**src/rtl/bnn_fc_sequencer_if.sv**
```systemverilog
// Handshake/bus bundle for the binarized FC-layer sequencer: activation input,
// weight RAM read port and result stream.
interface bnn_fc_sequencer_if #(
    parameter int INPUT_DIM  = 64,
    parameter int OUTPUT_DIM = 16,
    parameter int CHUNK      = 16,
    parameter int BIT_WIDTH  = 8
) ();
    localparam int NCHUNK = INPUT_DIM / CHUNK;
    localparam int AW     = $clog2(OUTPUT_DIM * NCHUNK);
    localparam int NW     = $clog2(OUTPUT_DIM);

    logic                 in_valid_i;
    logic                 in_ready_o;
    logic [INPUT_DIM-1:0] in_vec_i;
    logic                 w_rd_o;
    logic [AW-1:0]        w_addr_o;
    logic [CHUNK-1:0]     w_data_i;
    logic                 out_valid_o;
    logic                 out_ready_i;
    logic [NW-1:0]        out_idx_o;
    logic [BIT_WIDTH-1:0] out_val_o;
    logic                 busy_o;
    logic                 done_o;

    modport master (
        input  in_valid_i, in_vec_i, w_data_i, out_ready_i,
        output in_ready_o, w_rd_o, w_addr_o, out_valid_o, out_idx_o, out_val_o,
        busy_o, done_o
    );

    modport slave (
        output in_valid_i, in_vec_i, w_data_i, out_ready_i,
        input  in_ready_o, w_rd_o, w_addr_o, out_valid_o, out_idx_o, out_val_o,
        busy_o, done_o
    );
endinterface

```
**src/rtl/bnn_fc_sequencer.sv**
```systemverilog
// Time-multiplexed XNOR-popcount sequencer for one binarized FC layer: one
// CHUNK-wide lane walks every neuron's weight row and emits 2*popcount-INPUT_DIM.
module bnn_fc_sequencer #(
    parameter int INPUT_DIM  = 64,
    parameter int OUTPUT_DIM = 16,
    parameter int CHUNK      = 16,
    parameter int BIT_WIDTH  = 8
) (
    input  logic clk_i,
    input  logic rst_i,
    bnn_fc_sequencer_if.master bus
);
    localparam int NCHUNK = INPUT_DIM / CHUNK;
    localparam int AW     = $clog2(OUTPUT_DIM * NCHUNK);
    localparam int NW     = $clog2(OUTPUT_DIM);
    localparam int CW     = (NCHUNK > 1) ? $clog2(NCHUNK) : 1;
    localparam int ACCW   = $clog2(INPUT_DIM + 1);
    localparam int PCW    = $clog2(CHUNK + 1);

    typedef enum logic [1:0] {IDLE, RUN, DRAIN, EMIT} state_t;

    state_t               state;
    logic [INPUT_DIM-1:0] vec;
    logic [NW-1:0]        neuron;
    logic [CW-1:0]        chunk, chunk_d;
    logic [ACCW-1:0]      acc, acc_nxt;
    logic [CHUNK-1:0]     agree;
    logic [BIT_WIDTH-1:0] res;
    // vld_pipe[0]: read issued this cycle; vld_pipe[1]: its data is on w_data_i
    logic [1:0]           vld_pipe;
    logic [AW-1:0]        w_addr;
    logic                 out_valid, busy, done, in_ready;
    logic [NW-1:0]        out_idx;
    logic [BIT_WIDTH-1:0] out_val;

    function automatic logic [PCW-1:0] popcnt(input logic [CHUNK-1:0] x);
        logic [PCW-1:0] s;
        s = '0;
        for (int k = 0; k < CHUNK; k++) s += PCW'(x[k]);
        return s;
    endfunction

    function automatic logic [AW-1:0] row_base(input logic [NW-1:0] n);
        return AW'(int'(n) * NCHUNK);
    endfunction

    always_comb begin
        agree   = ~(bus.w_data_i ^ vec[int'(chunk_d)*CHUNK +: CHUNK]);
        acc_nxt = acc + (vld_pipe[1] ? ACCW'(popcnt(agree)) : '0);
        // Modulo-2^BIT_WIDTH arithmetic lands on the correct signed value.
        res     = BIT_WIDTH'({acc_nxt, 1'b0}) - BIT_WIDTH'(INPUT_DIM);
    end

    always_ff @(posedge clk_i) begin
        if (rst_i) begin
            state     <= IDLE;
            vec       <= '0;
            neuron    <= '0;
            chunk     <= '0;
            chunk_d   <= '0;
            acc       <= '0;
            vld_pipe  <= '0;
            w_addr    <= '0;
            out_valid <= 1'b0;
            out_idx   <= '0;
            out_val   <= '0;
            busy      <= 1'b0;
            done      <= 1'b0;
            in_ready  <= 1'b1;
        end else begin
            done        <= 1'b0;
            vld_pipe[1] <= vld_pipe[0];
            chunk_d     <= chunk;
            acc         <= acc_nxt;
            case (state)
                IDLE: if (bus.in_valid_i) begin
                    vec         <= bus.in_vec_i;
                    neuron      <= '0;
                    chunk       <= '0;
                    acc         <= '0;
                    vld_pipe[0] <= 1'b1;
                    w_addr      <= '0;
                    in_ready    <= 1'b0;
                    busy        <= 1'b1;
                    state       <= RUN;
                end
                RUN: if (chunk == CW'(NCHUNK - 1)) begin
                    vld_pipe[0] <= 1'b0;
                    w_addr      <= '0;
                    state       <= DRAIN;
                end else begin
                    chunk  <= chunk + CW'(1);
                    w_addr <= w_addr + AW'(1);
                end
                DRAIN: begin
                    out_val   <= res;
                    out_idx   <= neuron;
                    out_valid <= 1'b1;
                    state     <= EMIT;
                end
                EMIT: if (bus.out_ready_i) begin
                    out_valid <= 1'b0;
                    if (neuron == NW'(OUTPUT_DIM - 1)) begin
                        done     <= 1'b1;
                        busy     <= 1'b0;
                        in_ready <= 1'b1;
                        state    <= IDLE;
                    end else begin
                        neuron      <= neuron + NW'(1);
                        chunk       <= '0;
                        acc         <= '0;
                        vld_pipe[0] <= 1'b1;
                        w_addr      <= row_base(neuron + NW'(1));
                        state       <= RUN;
                    end
                end
                default: state <= IDLE;
            endcase
        end
    end

    assign bus.in_ready_o  = in_ready;
    assign bus.w_rd_o      = vld_pipe[0];
    assign bus.w_addr_o    = w_addr;
    assign bus.out_valid_o = out_valid;
    assign bus.out_idx_o   = out_idx;
    assign bus.out_val_o   = out_val;
    assign bus.busy_o      = busy;
    assign bus.done_o      = done;
endmodule

```
**src/flat_wrapper.sv**
```systemverilog
// flat-port wrapper written by rule: the top's interface ports become plain ports
module bnn_fc_sequencer_flat 
#(
    parameter int INPUT_DIM  = 64,
    parameter int OUTPUT_DIM = 16,
    parameter int CHUNK      = 16,
    parameter int BIT_WIDTH  = 8
)
  (clk_i, rst_i, bus_in_valid_i, bus_in_vec_i, bus_w_data_i, bus_out_ready_i, bus_in_ready_o, bus_w_rd_o, bus_w_addr_o, bus_out_valid_o, bus_out_idx_o, bus_out_val_o, bus_busy_o, bus_done_o);
  bnn_fc_sequencer_if #(.INPUT_DIM(INPUT_DIM), .OUTPUT_DIM(OUTPUT_DIM), .CHUNK(CHUNK), .BIT_WIDTH(BIT_WIDTH)) bus_i ();
  input  logic clk_i;
  input  logic rst_i;
  input wire logic [$bits(bus_i.in_valid_i)-1:0] bus_in_valid_i;
  input wire logic [$bits(bus_i.in_vec_i)-1:0] bus_in_vec_i;
  input wire logic [$bits(bus_i.w_data_i)-1:0] bus_w_data_i;
  input wire logic [$bits(bus_i.out_ready_i)-1:0] bus_out_ready_i;
  output wire logic [$bits(bus_i.in_ready_o)-1:0] bus_in_ready_o;
  output wire logic [$bits(bus_i.w_rd_o)-1:0] bus_w_rd_o;
  output wire logic [$bits(bus_i.w_addr_o)-1:0] bus_w_addr_o;
  output wire logic [$bits(bus_i.out_valid_o)-1:0] bus_out_valid_o;
  output wire logic [$bits(bus_i.out_idx_o)-1:0] bus_out_idx_o;
  output wire logic [$bits(bus_i.out_val_o)-1:0] bus_out_val_o;
  output wire logic [$bits(bus_i.busy_o)-1:0] bus_busy_o;
  output wire logic [$bits(bus_i.done_o)-1:0] bus_done_o;
  assign bus_i.in_valid_i = bus_in_valid_i;
  assign bus_i.in_vec_i = bus_in_vec_i;
  assign bus_i.w_data_i = bus_w_data_i;
  assign bus_i.out_ready_i = bus_out_ready_i;
  assign bus_in_ready_o = bus_i.in_ready_o;
  assign bus_w_rd_o = bus_i.w_rd_o;
  assign bus_w_addr_o = bus_i.w_addr_o;
  assign bus_out_valid_o = bus_i.out_valid_o;
  assign bus_out_idx_o = bus_i.out_idx_o;
  assign bus_out_val_o = bus_i.out_val_o;
  assign bus_busy_o = bus_i.busy_o;
  assign bus_done_o = bus_i.done_o;
  bnn_fc_sequencer #(.INPUT_DIM(INPUT_DIM), .OUTPUT_DIM(OUTPUT_DIM), .CHUNK(CHUNK), .BIT_WIDTH(BIT_WIDTH)) u_core (.clk_i(clk_i), .rst_i(rst_i), .bus(bus_i));
endmodule
```
**config.mk**
```make
export PLATFORM = sky130hd
export DESIGN_NAME = bnn_fc_sequencer_flat
export DESIGN_NICKNAME = d
export VERILOG_FILES = /design/src/rtl/bnn_fc_sequencer_if.sv /design/src/rtl/bnn_fc_sequencer.sv /design/src/flat_wrapper.sv
export SDC_FILE = /design/constraint.sdc
export NUM_CORES = 1
export LEC_CHECK = 0
export BUFFER_PORTS_ARGS = -buffer_cell sky130_fd_sc_hd__buf_2
export CAP_MARGIN = 20
export CORE_MARGIN = 4
export CORE_UTILIZATION = 50
export DETAILED_ROUTE_END_ITERATION = 6
export GPL_TIMING_DRIVEN = 0
export PLACE_DENSITY = 0.74
export RECOVER_POWER = 50
export SYNTH_ARGS = -nofsm -noshare
export SYNTH_HDL_FRONTEND = slang
export SYNTH_SLANG_ARGS = --single-unit
```
**constraint.sdc**
```tcl
create_clock -name clk_i -period 18.4 [get_ports clk_i]
set_clock_uncertainty 0.2 [all_clocks]
set_input_delay 3.68 -clock clk_i [delete_from_list [all_inputs] [get_ports clk_i]]
set_output_delay 3.68 -clock clk_i [all_outputs]
set_load 0.02 [all_outputs]
```
Yosys cells after proc, flatten, opt, wreduce, memory -nomap -nowiden
Cells that the tools add are included.
{"block": "classes", "addsub": 20, "eq_ne": 11, "shifts": 1, "muxes": 39, "bitwise": 4, "reduce_logical": 13}
{"operator": "adder 5 x 1 -> 5 bit", "n": 14}
{"operator": "indexed part select 64 x 7 -> 16 bit", "n": 1}
{"operator": "two-way mux 6 bit", "n": 4}
{"operator": "two-way mux 7 bit", "n": 3}
{"operator": "case mux 6 bit (3 select lines)", "n": 1}
{"operator": "NOT 16 bit", "n": 1}
{"operator": "XOR 16 bit", "n": 1}
{"operator": "two-way mux 2 bit", "n": 7}
{"operator": "case mux 7 bit (2 select lines)", "n": 1}
{"operator": "two-way mux 1 bit", "n": 12}
{"operator": "two-way mux 4 bit", "n": 3}
{"operator": "AND reduction 4 bit", "n": 3}
{"operator": "AND reduction 5 bit", "n": 2}
{"operator": "inequality test 2 bit, second input constant", "n": 4}
{"operator": "case mux 2 bit (4 select lines)", "n": 1}
{"operator": "case mux 4 bit (2 select lines)", "n": 1}
{"operator": "subtractor 8 x 7 -> 8 bit, second input constant", "n": 1}
{"operator": "adder 7 bit", "n": 1}
{"operator": "adder 6 x 1 -> 6 bit, second input constant", "n": 1}
{"operator": "== test 2 bit, second input constant", "n": 3}
{"operator": "case mux 1 bit (2 select lines)", "n": 3}
{"operator": "case mux 2 bit (3 select lines)", "n": 1}
{"operator": "two-way mux 5 bit", "n": 1}
{"operator": "adder 4 x 1 -> 4 bit, second input constant", "n": 1}
{"operator": "13 further kinds", "n": 17}
{"block": "word_totals", "regBits": 105, "input_bits": 84, "wordCells": 103}

Logic depth before layout (Yosys ltp)
Gate-level depths: netlist of run 1.
{"block": "logic_depth", "word_depth": 23, "depth_mapped": 24, "mapped_depth_nobuf": 22}

Worst setup path after synthesis of run 1
No wires, ideal clock.
{"block": "synth_timing", "path_type": "input -> register", "startpoint": "input bus_w_data_i[0]", "endpoint": "register u_core.out_val[7] (netlist: u_core.bus.out_val_o[7])", "t_arrival_ns": 8.474, "t_required_ns": 18.080, "slack_ns": 9.606, "cell_stages": 19, "path_buffers": 0, "path_cell_list": "xnor2_1 ha_1 inv_1 fa_1 fa_1 fa_1 inv_1 fa_1 fa_1 a21o_1 a21oi_1 xnor2_1 and2_1 ha_1 nand3_1 or4_1 o32ai_2 nor3_1 a211o_1"}
{"block": "synth_between", "elab_chain_cells": 20}
{"element": "start: declaration", "line": "flat_wrapper.sv:15", "rtl": "input wire logic [$bits(bus_i.w_data_i)-1:0] bus_w_data_i;"}
{"element": "XOR 16 bit", "line": "bnn_fc_sequencer.sv:48", "rtl": "agree = ~(bus.w_data_i ^ vec[int'(chunk_d)*CHUNK +: CHUNK]);"}
{"element": "NOT 16 bit", "line": "bnn_fc_sequencer.sv:48"}
{"element": "adder 1 x 1 -> 2 bit", "line": "bnn_fc_sequencer.sv:39", "rtl": "for (int k = 0; k < CHUNK; k++) s += PCW'(x[k]);"}
{"element": "adder 5 x 1 -> 5 bit (14 in series)", "line": "bnn_fc_sequencer.sv:39"}
{"element": "two-way mux 5 bit", "line": "bnn_fc_sequencer.sv:49", "rtl": "acc_nxt = acc + (vld_pipe[1] ? ACCW'(popcnt(agree)) : '0);"}
{"element": "adder 7 bit", "line": "bnn_fc_sequencer.sv:49"}
{"element": "subtractor 8 x 7 -> 8 bit", "line": "bnn_fc_sequencer.sv:51", "rtl": "res = BIT_WIDTH'({acc_nxt, 1'b0}) - BIT_WIDTH'(INPUT_DIM);"}
{"element": "end signal: assignment", "line": "bnn_fc_sequencer.sv:96", "rtl": "out_val <= res;"}
{"element": "end: declaration", "line": "bnn_fc_sequencer.sv:34", "rtl": "logic [BIT_WIDTH-1:0] out_val;"}
No other way between the ends.
A chain may end at the register's enable or synchronous reset.

Final worst setup path of run 1
Same ends and word-level chain as after synthesis.

==> impl_metrics.csv, run 1 <==
group,metric,value,unit
logic_synthesis,syn-num-nets,674,
placed_design,post_dp_cell_area,5680,µm²
timing,setup_viol,0,
clocking,clockBufferDepth,2,
min_path,hp-start,"u_core.vec[62]",
worst_setup_path,critPathKind,"primary input to flip-flop",
pwr,power,0.896,mW
logic_synthesis,ys_ff_latch,104,
grt,grt_util_all_layers,22.9,%
pwr,p_leak,2.41,nW
clocking,cts_hold_buf,0,
worst_setup_path,start_kind,"primary input",
worst_setup_path,crit_path_start,"bus_w_data_i[0]",
worst_setup_path,crit_required,18480,ps
clocking,ctsResizeCount,0,
routing,drc,0,
worst_setup_path,slowest_stage,"fa_1",
layout,layout.nets,790,
routing,first_pass_iters,5,
timing,slew_headroom,33.1,%
timing,tns,0,ps
layout,utilization,60.0,%
clocking,clk_pin_slew,120,ps
die,ioPinCount,107,
grt,grt_pass1_wl,21000,µm
clocking,cts_root_buffer,"clkbuf_8",
clocking,numCtsBuffers,9,
timing,slew_violations,0,
logic_synthesis,synth_warnings,0,
logic_synthesis,ys_seq_area_share,41.7,%
placed_design,place_congestion,0.959,
clocking,tritoncts,"done",
clocking,htreeDepth,3,
logic_synthesis,synthesis.area,4990,µm²
timing,rsz0062_at_grt,"false",
layout,drive_gt1_share,19.2,%
logic_synthesis,syn_area_per_cell,8.88,µm²
logic_synthesis,synth_cell_types,46,
worst_setup_path,endpoint_kind,"flip-flop",
pwr,power_density,153,nW/µm²
routing,post_drt_wl_per_cell,15.8,µm
grt,antenna_found_initial,0,
grt,grt_pass1_vias,4213,
layout,fillerInstances,923,
timing,period_share,48.4,%
clocking,cts_sinks,104,
placed_design,io_buffers,105,
routing,ant_nets,0,
die,start_util,51.3,%
layout,syn2layout_area_growth,17.0,%
placed_design,dp_hpwl,10100,µm
grt,gr-total-overflow,0,
layout,diodes,0,
worst_setup_path,cp_data_arrival_time,9000,ps
clocking,cts_setup_buffers,0,
min_path,hold_path_class,"flip-flop to flip-flop",
worst_setup_path,cp_cell_sequence,"buf_2 -> xnor2_1 -> ha_1 -> inv_1 -> fa_1 -> fa_1 -> fa_1 -> inv_1 -> fa_1 -> fa_1 -> a21o_1 -> a21oi_1 -> xnor2_1 -> and2_1 -> ha_1 -> nand3_1 -> or4_1 -> o32ai_2 -> nor3_1 -> a211o_1",
routing,vias,4327,
timing,hold_slack,261,ps
layout,fin_area,5840,µm²
run_status,status,"completed",
clocking,clock_latency,390,ps
worst_setup_path,critPathMaxStageDelay,550,ps
routing,wirelength,12900,µm
die,design.die.area,11600,µm²
job,cap_violations,0,
grt,grt_max_degree,22,
worst_setup_path,crit_top_cell,"fa_1",
worst_setup_path,r2r_start,"u_core.chunk_d[0]",
routing,drtIter0Drc,327,
timing,fin_crit,8910,ps
timing,tightestPinTransition,1000,ps
worst_setup_path,crit_fanout,4,
timing,max_freq,112,MHz
die,die_h,108,µm
die,core-area,9730,µm²
pwr,ir_worst_vdd,0.0000866,V
logic_synthesis,synth_cells,562,
timing,hold_viol_final,0,
die,die_width,108,µm
routing,via_per_inst,5.30,
die,rows,36,
-- power breakdown --
group	internal [mW]	switching [mW]
registers	0.268	0.0290
clock network	0.0544	0.0913
logic	0.193	0.260
total	0.516	0.380
-- worst paths after layout --
check | to | slack (ps) | cells past startpoint
worst max-delay path | u_core.bus.out_val_o[7] | 9490 | 20
worst max register to register | u_core.bus.out_val_o[7] | 11520 | 22
worst min-delay path | u_core.vec[62] | 260 | 2
worst min register to register | u_core.vec[62] | 260 | 2
-- routing by layer --
layer | vias to the layer above | GRT usage (%) | wire (µm)
met2 | 125 | 38.1 | 6280
met3 | 20 | 4.14 | 657
met1 | 2068 | 31.1 | 5760
met4 | 0 | 5.77 | 220
met5 | - | 0 | 0
li1 | 2114 | - | -
-- area by class of cell --
type                            count  area [µm²]  area share (%)
Buffer                             33         146            2.51
Clock buffer                        9         124            2.12
Clock inverter                      7        81.3            1.39
Inverter                           19        71.3            1.22
Multi-Input combinational cell    406        2670            45.7
Sequential cell                   104        2080            35.7
Tap cell                          133         166            2.85
Timing Repair Buffer              105         502            8.59
-- critical path: cells and delay by family --
kind / cells / cell delay (ps)
xor+xnor: 2 / 210
fa+ha+maj: 7 / 3160
compound gates: 4 / 870
simple gates: 4 / 840
buf+inv: 3 / 240
-- state kept, by name, indices dropped and copies added (netlist names), 2 cells and up --
signal                count
u_core.vec               64
u_core.acc                7
u_core.bus.out_val_o      7
u_core.bus.w_addr_o       6
u_core.bus.out_idx_o      4
u_core.neuron             4
u_core.chunk              2
u_core.chunk_d            2
u_core.state              2
u_core.vld_pipe           2
-- placed cells by master, fill, tap and decap left out, drive strengths merged, types with 3 or more instances in the layout --
cell,instances
nor2,31
ha,17
nor3b,5
nand2,138
nor2b,9
clkinv,4
xor2,6
o21ai,10
fa,11
nand3,5
and2,8
a22oi,3
clkbuf,52
nor3,6
nand2b,5
mux4,16
dfxtp,104
a21oi,80
inv,22
buf,95
mux2i,11
xnor2,19
a21o,4
-- kinds of logic (layout without fill, tap and decap cells) --
| family | Yosys count | after routing | synth area share, % |
|---|---|---|---|
| buffers and inverters | 52 | 173 | 4.59 |
| multiplexers | 27 | 27 | 9.42 |
| flip-flops | 104 | 104 | 41.7 |
| XOR/XNOR | 25 | 25 | 4.39 |
| other | 1 | 1 | 0.0751 |
| AO/OA/AOI/OAI | 111 | 111 | 12.7 |
| AND/OR/NAND/NOR | 214 | 214 | 18.5 |
| adder cells (fa/ha/maj) | 28 | 28 | 8.67 |
-- stage by stage --
stage	worst slack, ps	instances
global route	9290	816
detailed placement	9170	800
floorplan	9610	562
global placement	9310	800
CTS	9550	816
finish	9490	816
-- cell usage after synthesis, drive strengths merged --
cell,n,area [µm²]
nor3b,5,48.8
mux2i,11,110
inv,19,71.3
ha,17,213
conb,1,3.75
o31ai,1,7.51
o22ai,2,12.5
buf,10,51.3
a221oi,1,8.76
or4,1,7.51
o32ai,2,25.0
a21oi,80,400
nand2b,5,31.3
o21ai,10,53.8
or2,2,12.5
a211oi,2,15.0
clkbuf,23,106
and3,2,12.5
xor2,6,52.6
mux4,16,360
o21bai,1,7.51
nor2,31,116
a31oi,1,6.26
nor3,6,30.0
a21o,4,30.0
fa,11,220
a22oi,3,22.5
dfxtp,104,2080
nand4,1,6.26
o2111ai,1,15.0
xnor2,19,166
nor2b,9,56.3
nand2,138,518
a211o,1,8.76
and2,8,50.1
o211a,1,10.0
a2bb2oi,1,8.76
and2b,1,8.76
nand3,5,25.0
No activity file was read; power rests on OpenSTA's default activity.
==> inputs of run 2 (changes only) <==
--- a/config.mk
+++ b/config.mk
@@ -8,10 +8,10 @@
 export BUFFER_PORTS_ARGS = -buffer_cell sky130_fd_sc_hd__buf_2
 export CAP_MARGIN = 20
 export CORE_MARGIN = 4
-export CORE_UTILIZATION = 50
+export CORE_UTILIZATION = 49
 export DETAILED_ROUTE_END_ITERATION = 6
 export GPL_TIMING_DRIVEN = 0
-export PLACE_DENSITY = 0.74
+export PLACE_DENSITY = 0.76
 export RECOVER_POWER = 50
 export SYNTH_ARGS = -nofsm -noshare
 export SYNTH_HDL_FRONTEND = slang
==> constraint.sdc (replaced) <==
create_clock -name clk_i -period 8.05 [get_ports clk_i]
set_clock_uncertainty 0.2 [all_clocks]
set_input_delay 1.61 -clock clk_i [delete_from_list [all_inputs] [get_ports clk_i]]
set_output_delay 1.61 -clock clk_i [all_outputs]
set_load 0.02 [all_outputs]
==> run 2 against run 1 <==
Effect of this change:
- clock power is 140% higher
- utilization is 0.80 points lower
- die area is 1.9% higher
- setup slack worse by 8200 ps
- critical path depth is 2 higher
- register-to-register slack worse by 10000 ps
- cell area hardly changed
- first-iteration DRC count is 9.8% lower
- routed wire length is 0.27% lower
- combinational power is 130% higher
- critical endpoint unchanged
==> impl_metrics.csv, run 2 (synthesized netlist as in run 1, its figures left out) <==
group,metric,value,unit
grt,grt_use_met1,30.3,%
grt,grt_busiest_layer,"met2",
timing,period_share,84.1,%
timing,tightestPinTransition,1000,ps
routing,wirelength,12900,µm
clocking,ctsResizeCount,0,
timing,fin_crit,6770,ps
worst_setup_path,endpoint_kind,"flip-flop",
die,rows,36,
routing,drtIter0Drc,295,
routing,vias,4260,
worst_setup_path,cp_cell_sequence,"buf_2 -> buf_4 -> mux4_2 -> xnor2_1 -> ha_1 -> inv_1 -> fa_1 -> fa_1 -> fa_1 -> inv_1 -> fa_1 -> fa_1 -> a21o_1 -> a21oi_1 -> xnor2_1 -> and2_1 -> ha_1 -> nand3_1 -> or4_1 -> o32ai_2 -> nor3_1 -> a211o_1",
timing,rsz0062_at_grt,"false",
routing,ant_nets,0,
routing,first_pass_iters,5,
grt,grt_max_degree,20,
worst_setup_path,cp_data_arrival_time,6840,ps
die,start_util,50.6,%
layout,final_cell_mix,"nand2_1, dfxtp_1, buf_2, a21oi_1, clkbuf_1",
pwr,power,2.07,mW
worst_setup_path,crit_fanout,10,
die,die_width,109,µm
routing,via_per_inst,5.22,
timing,max_freq,148,MHz
placed_design,post_dp_cell_area,5680,µm²
worst_setup_path,critPathKind,"flip-flop to flip-flop",
pwr,combPwrFrac,50.4,%
clocking,clockBufferDepth,2,
layout,layout_commonest_cell,"nand2_1",
clocking,clock_latency,380,ps
timing,slew_headroom,33.2,%
clocking,cts_hold_buf,0,
min_path,hold_path_class,"flip-flop to flip-flop",
pwr,power_switching_share,41.6,%
routing,drc,0,
placed_design,dp_hpwl,10200,µm
placed_design,pre_cts_slack,901,ps
die,die_h,109,µm
die,design.die.area,11900,µm²
clocking,clk_pin_slew,100,ps
worst_setup_path,slowest_stage,"mux4_2",
layout,final_cells,816,
placed_design,io_buffers,105,
layout,fin_area,5840,µm²
grt,grt_pass1_vias,4295,
timing,setup_viol,0,
worst_setup_path,crit_top_cell,"fa_1",
grt,grt_util_all_layers,22.8,%
run_status,status,"completed",
timing,hold_slack,267,ps
worst_setup_path,path_buf_inv,4,
pwr,clkPwrFrac,16.9,%
timing,fin_ws,1280,ps
die,core-area,9860,µm²
grt,antenna_found_initial,0,
grt,grtUsageMet2,36.4,%
routing,post_drt_wl_per_cell,15.8,µm
timing,slew_violations,0,
clocking,cts_root_buffer,"clkbuf_8",
clocking,tritoncts,"done",
layout,drive_gt1_share,18.7,%
layout,utilization,59.2,%
die,ioPinCount,107,
clocking,cts_sinks,104,
layout,max_flop_register,"u_core.vec",
pwr,p_sw,0.861,mW
layout,largest_register_ffs,64,
pwr,p_leak,2.40,nW
grt,gr-total-overflow,0,
placed_design,place_congestion,0.933,
timing,hold_viol_final,0,
layout,layout.nets,790,
layout,diodes,0,
grt,grt_pass1_wl,20700,µm
worst_setup_path,crit_required,8120,ps
job,cap_violations,0,
pwr,power_density,354,nW/µm²
timing,tns,0,ps
worst_setup_path,critPathMaxStageDelay,560,ps
grt,use_met3,4.74,%
pwr,seqPwrFrac,32.7,%
pwr,ir_worst_vdd,0.000203,V
clocking,cts_setup_buffers,0,
worst_setup_path,start_kind,"flip-flop",
layout,syn2layout_area_growth,17.0,%
clocking,numCtsBuffers,9,
placed_design,dp.cells,800,
pwr,p_int,1.21,mW
worst_setup_path,cp_top_family,"adder cells",
clocking,htreeDepth,3,
run 2: changes by cell type in the layout (fill, tap and decap cells not counted):
cell       delta
clkinv_4      +1
clkinv_8      -2
bufinv_16     +1
clkbuf_1      +3
buf_2         -3
run 2: path summary, 6_finish.rpt:
check | start | to | slack, ps | cells past startpoint
worst max-delay path | u_core.chunk_d[0] | u_core.bus.out_val_o[7] | 1280 | 22
worst min-delay path | u_core.vec[0] | u_core.vec[0] | 270 | 2
worst min register to register | u_core.vec[0] | u_core.vec[0] | 270 | 2
worst max register to register | u_core.chunk_d[0] | u_core.bus.out_val_o[7] | 1280 | 22
run 2: worst register-to-register path: cells and delay by family, from the launching register on:
kind,cells,cell delay (ps)
muxes,1,560
buffers and inverters,4,620
adders and majority gates,7,3140
and+or+nand+nor,4,800
xor gates and xnor gates,2,220
AOI/OAI and AO/OA,4,810
DFF,1,320
run 2: final cells by class:
class | count | area [µm²]
buffer | 33 | 148
clock buffer | 9 | 124
clock inverter | 7 | 87.6
fill | 884 | 4020
inverter | 19 | 71.3
multi-input combinational | 406 | 2670
sequential | 104 | 2080
tap | 133 | 166
timing repair buffer | 105 | 497
run 2: power groups by stage:
stage               Sequential (mW)  Clock [mW]  Combinational, mW
finish                        0.678       0.349               1.04
global route                  0.688       0.373               1.18
CTS                           0.676       0.354               1.07
detailed placement            0.687           0               1.06
global placement              0.682           0               1.00
floorplan                     0.686           0              0.797
run 2: per-layer routing:
| metal | up-vias | wire, µm |
|---|---|---|
| li1 | 2105 | - |
| met1 | 1993 | 5560 |
| met3 | 19 | 861 |
| met5 | - | 0 |
| met2 | 143 | 6190 |
| met4 | 0 | 263 |
==> inputs of run 3 (changes only) <==
--- a/config.mk
+++ b/config.mk
@@ -8,10 +8,10 @@
 export BUFFER_PORTS_ARGS = -buffer_cell sky130_fd_sc_hd__buf_2
 export CAP_MARGIN = 20
 export CORE_MARGIN = 4
-export CORE_UTILIZATION = 49
+export CORE_UTILIZATION = 50
 export DETAILED_ROUTE_END_ITERATION = 6
 export GPL_TIMING_DRIVEN = 0
-export PLACE_DENSITY = 0.76
+export PLACE_DENSITY = 0.74
 export RECOVER_POWER = 50
 export SYNTH_ARGS = -nofsm -noshare
 export SYNTH_HDL_FRONTEND = slang
==> constraint.sdc (replaced) <==
create_clock -name clk_i -period 6.98 [get_ports clk_i]
set_clock_uncertainty 0.2 [all_clocks]
set_input_delay 1.396 -clock clk_i [delete_from_list [all_inputs] [get_ports clk_i]]
set_output_delay 1.396 -clock clk_i [all_outputs]
set_load 0.02 [all_outputs]
==> run 3 against run 2 <==
Effect of this change:
- sequential power increased by 16%
- count of clock-buffer cells in the layout is the same
- via count grew 1.4%
- global-route usage up 0.17 points
- largest power group unchanged
- die area down 1.9%
- flip-flop and latch count is the same
- register-to-register slack got worse by 990 ps
- setup slack worse by 990 ps
- critical path depth did not move
- cell count fell by 0.12%
- combinational power increased by 15%
==> impl_metrics.csv, run 3 (synthesized netlist as in run 1, its figures left out) <==
group,metric,value,unit
run_status,status,"completed",
clocking,cts_setup_buffers,0,
layout,final_cell_mix,"nand2_1, dfxtp_1, buf_2, a21oi_1, clkbuf_1",
timing,hold_slack,262,ps
min_path,min_path_cells,2,
clocking,cts_root_buffer,"clkbuf_8",
grt,grt_util_all_layers,22.9,%
timing,tightestPinTransition,1000,ps
clocking,cts_sinks,104,
pwr,ir_worst_vdd,0.000232,V
layout,largest_register_ffs,64,
pwr,power,2.37,mW
clocking,clk_pin_slew,120,ps
layout,syn2layout_area_growth,17.5,%
timing,setup_viol,0,
worst_setup_path,cp_data_arrival_time,6770,ps
layout,fin_area,5860,µm²
clocking,clockBufferDepth,2,
grt,antenna_found_initial,0,
routing,ant_nets,0,
layout,max_flop_register,"u_core.vec",
die,rows,36,
worst_setup_path,crit_required,7060,ps
routing,first_pass_iters,5,
layout,layout.nets,789,
layout,layout_commonest_cell,"nand2_1",
job,cap_violations,0,
grt,grt_pass1_wl,21000,µm
grt,grt_max_degree,22,
die,die_h,108,µm
pwr,combPwrFrac,50.7,%
routing,vias,4321,
clocking,numCtsBuffers,9,
clocking,cts_hold_buf,0,
timing,max_freq,149,MHz
layout,diodes,0,
pwr,clkPwrFrac,16.2,%
worst_setup_path,endpoint_kind,"flip-flop",
die,die_width,108,µm
pwr,p_sw,1.00,mW
placed_design,dp_hpwl,10100,µm
routing,drtIter0Drc,335,
pwr,power_density,404,nW/µm²
min_path,hold_path_class,"flip-flop to flip-flop",
die,ioPinCount,107,
pwr,p_int,1.36,mW
placed_design,place_congestion,0.959,
clocking,htreeDepth,3,
worst_setup_path,start_kind,"flip-flop",
timing,tns,0,ps
die,core-area,9730,µm²
grt,grt_pass1_vias,4213,
pwr,power_switching_share,42.4,%
pwr,p_leak,2.41,nW
timing,fin_crit,6690,ps
worst_setup_path,cp_cell_sequence,"buf_4 -> buf_12 -> mux4_2 -> xnor2_1 -> ha_1 -> inv_1 -> fa_1 -> fa_1 -> fa_1 -> inv_1 -> fa_1 -> fa_1 -> a21o_1 -> a21oi_1 -> xnor2_1 -> and2_1 -> ha_1 -> nand3_1 -> or4_1 -> o32ai_4 -> nor3_1 -> a211o_1",
layout,utilization,60.3,%
worst_setup_path,crit_top_cell,"fa_1",
worst_setup_path,slowest_stage,"fa_1",
routing,post_drt_wl_per_cell,16.0,µm
routing,drc,0,
placed_design,post_dp_cell_area,5680,µm²
clocking,clock_latency,390,ps
timing,slew_headroom,32.9,%
worst_setup_path,critPathMaxStageDelay,550,ps
timing,hold_viol_final,0,
routing,via_per_inst,5.30,
grt,gr-total-overflow,0,
placed_design,io_buffers,105,
timing,period_share,95.8,%
timing,slew_violations,0,
layout,drive_gt1_share,19.2,%
worst_setup_path,critPathKind,"flip-flop to flip-flop",
worst_setup_path,crit_fanout,10,
clocking,tritoncts,"done",
worst_setup_path,r2r_cells,22,
die,design.die.area,11600,µm²
pwr,seqPwrFrac,33.1,%
routing,wirelength,13000,µm
die,start_util,51.3,%
-- run 3: cell count changes in the layout (fill, tap and decap cells not counted) --
cell	change
bufinv_16	-1
buf_2	+1
clkinv_4	-1
clkinv_8	+2
clkbuf_4	+1
o32ai_4	+1
o32ai_2	-1
buf_12	+1
clkbuf_1	-4
-- run 3: layer usage --
| metal | part of all wire, % | GRT usage (%) | vias up |
|---|---|---|---|
| met1 | 44 | 31.1 | 2051 |
| met4 | 1.8 | 5.77 | 0 |
| li1 | - | - | 2115 |
| met3 | 5.2 | 4.14 | 26 |
| met2 | 49 | 38.1 | 129 |
| met5 | 0 | 0 | - |
-- run 3: worst paths after layout --
kind                     start                       to  slack (ps)
max          u_core.chunk_d[0]  u_core.bus.out_val_o[7]         290
min             u_core.vec[62]           u_core.vec[62]         260
max reg2reg  u_core.chunk_d[0]  u_core.bus.out_val_o[7]         290
min reg2reg     u_core.vec[62]           u_core.vec[62]         260
-- run 3: layout make-up --
class	instances	area, µm²
fillers	922	3860
multi-input cells	406	2680
flip-flops and latches	104	2080
repair buffers	105	502
well taps	133	166
plain buffers	32	160
clock buffers	9	124
clock inverters	7	81.3
inverters	19	71.3
-- run 3: power groups by stage --
| stage | Clock, mW | Sequential, mW | Combinational, mW |
|---|---|---|---|
| 2_1_floorplan | 0 | 0.792 | 0.919 |
| 3_3_place_gp | 0 | 0.788 | 1.16 |
| 3_5_place_dp | 0 | 0.794 | 1.22 |
| 4_1_cts | 0.390 | 0.780 | 1.22 |
| 5_1_grt | 0.411 | 0.796 | 1.38 |
| 6_report | 0.383 | 0.784 | 1.20 |
-- run 3: per-stage QoR --
step                      setup WS (ps)  cells
after CTS                           143    816
after global placement              171    800
after floorplan                     470    562
after detailed placement           37.0    800
after global routing              -8.19    815
final                               290    815
-- run 3: worst max-delay path: cells and delay by family (launching register included) --
family / cells / cell delay [ps]
multiplexers: 1 / 520
buffers and inverters: 4 / 480
adder cells (fa/ha/maj): 7 / 3150
XOR/XNOR: 2 / 220
AO/OA/AOI/OAI: 4 / 830
flip-flops: 1 / 320
AND/OR/NAND/NOR: 4 / 870
-- run 3: timing repair --
item,in CTS,in global routing
setup endpoints to repair,0,1
resized for setup,0,7
hold endpoints to repair,0,0
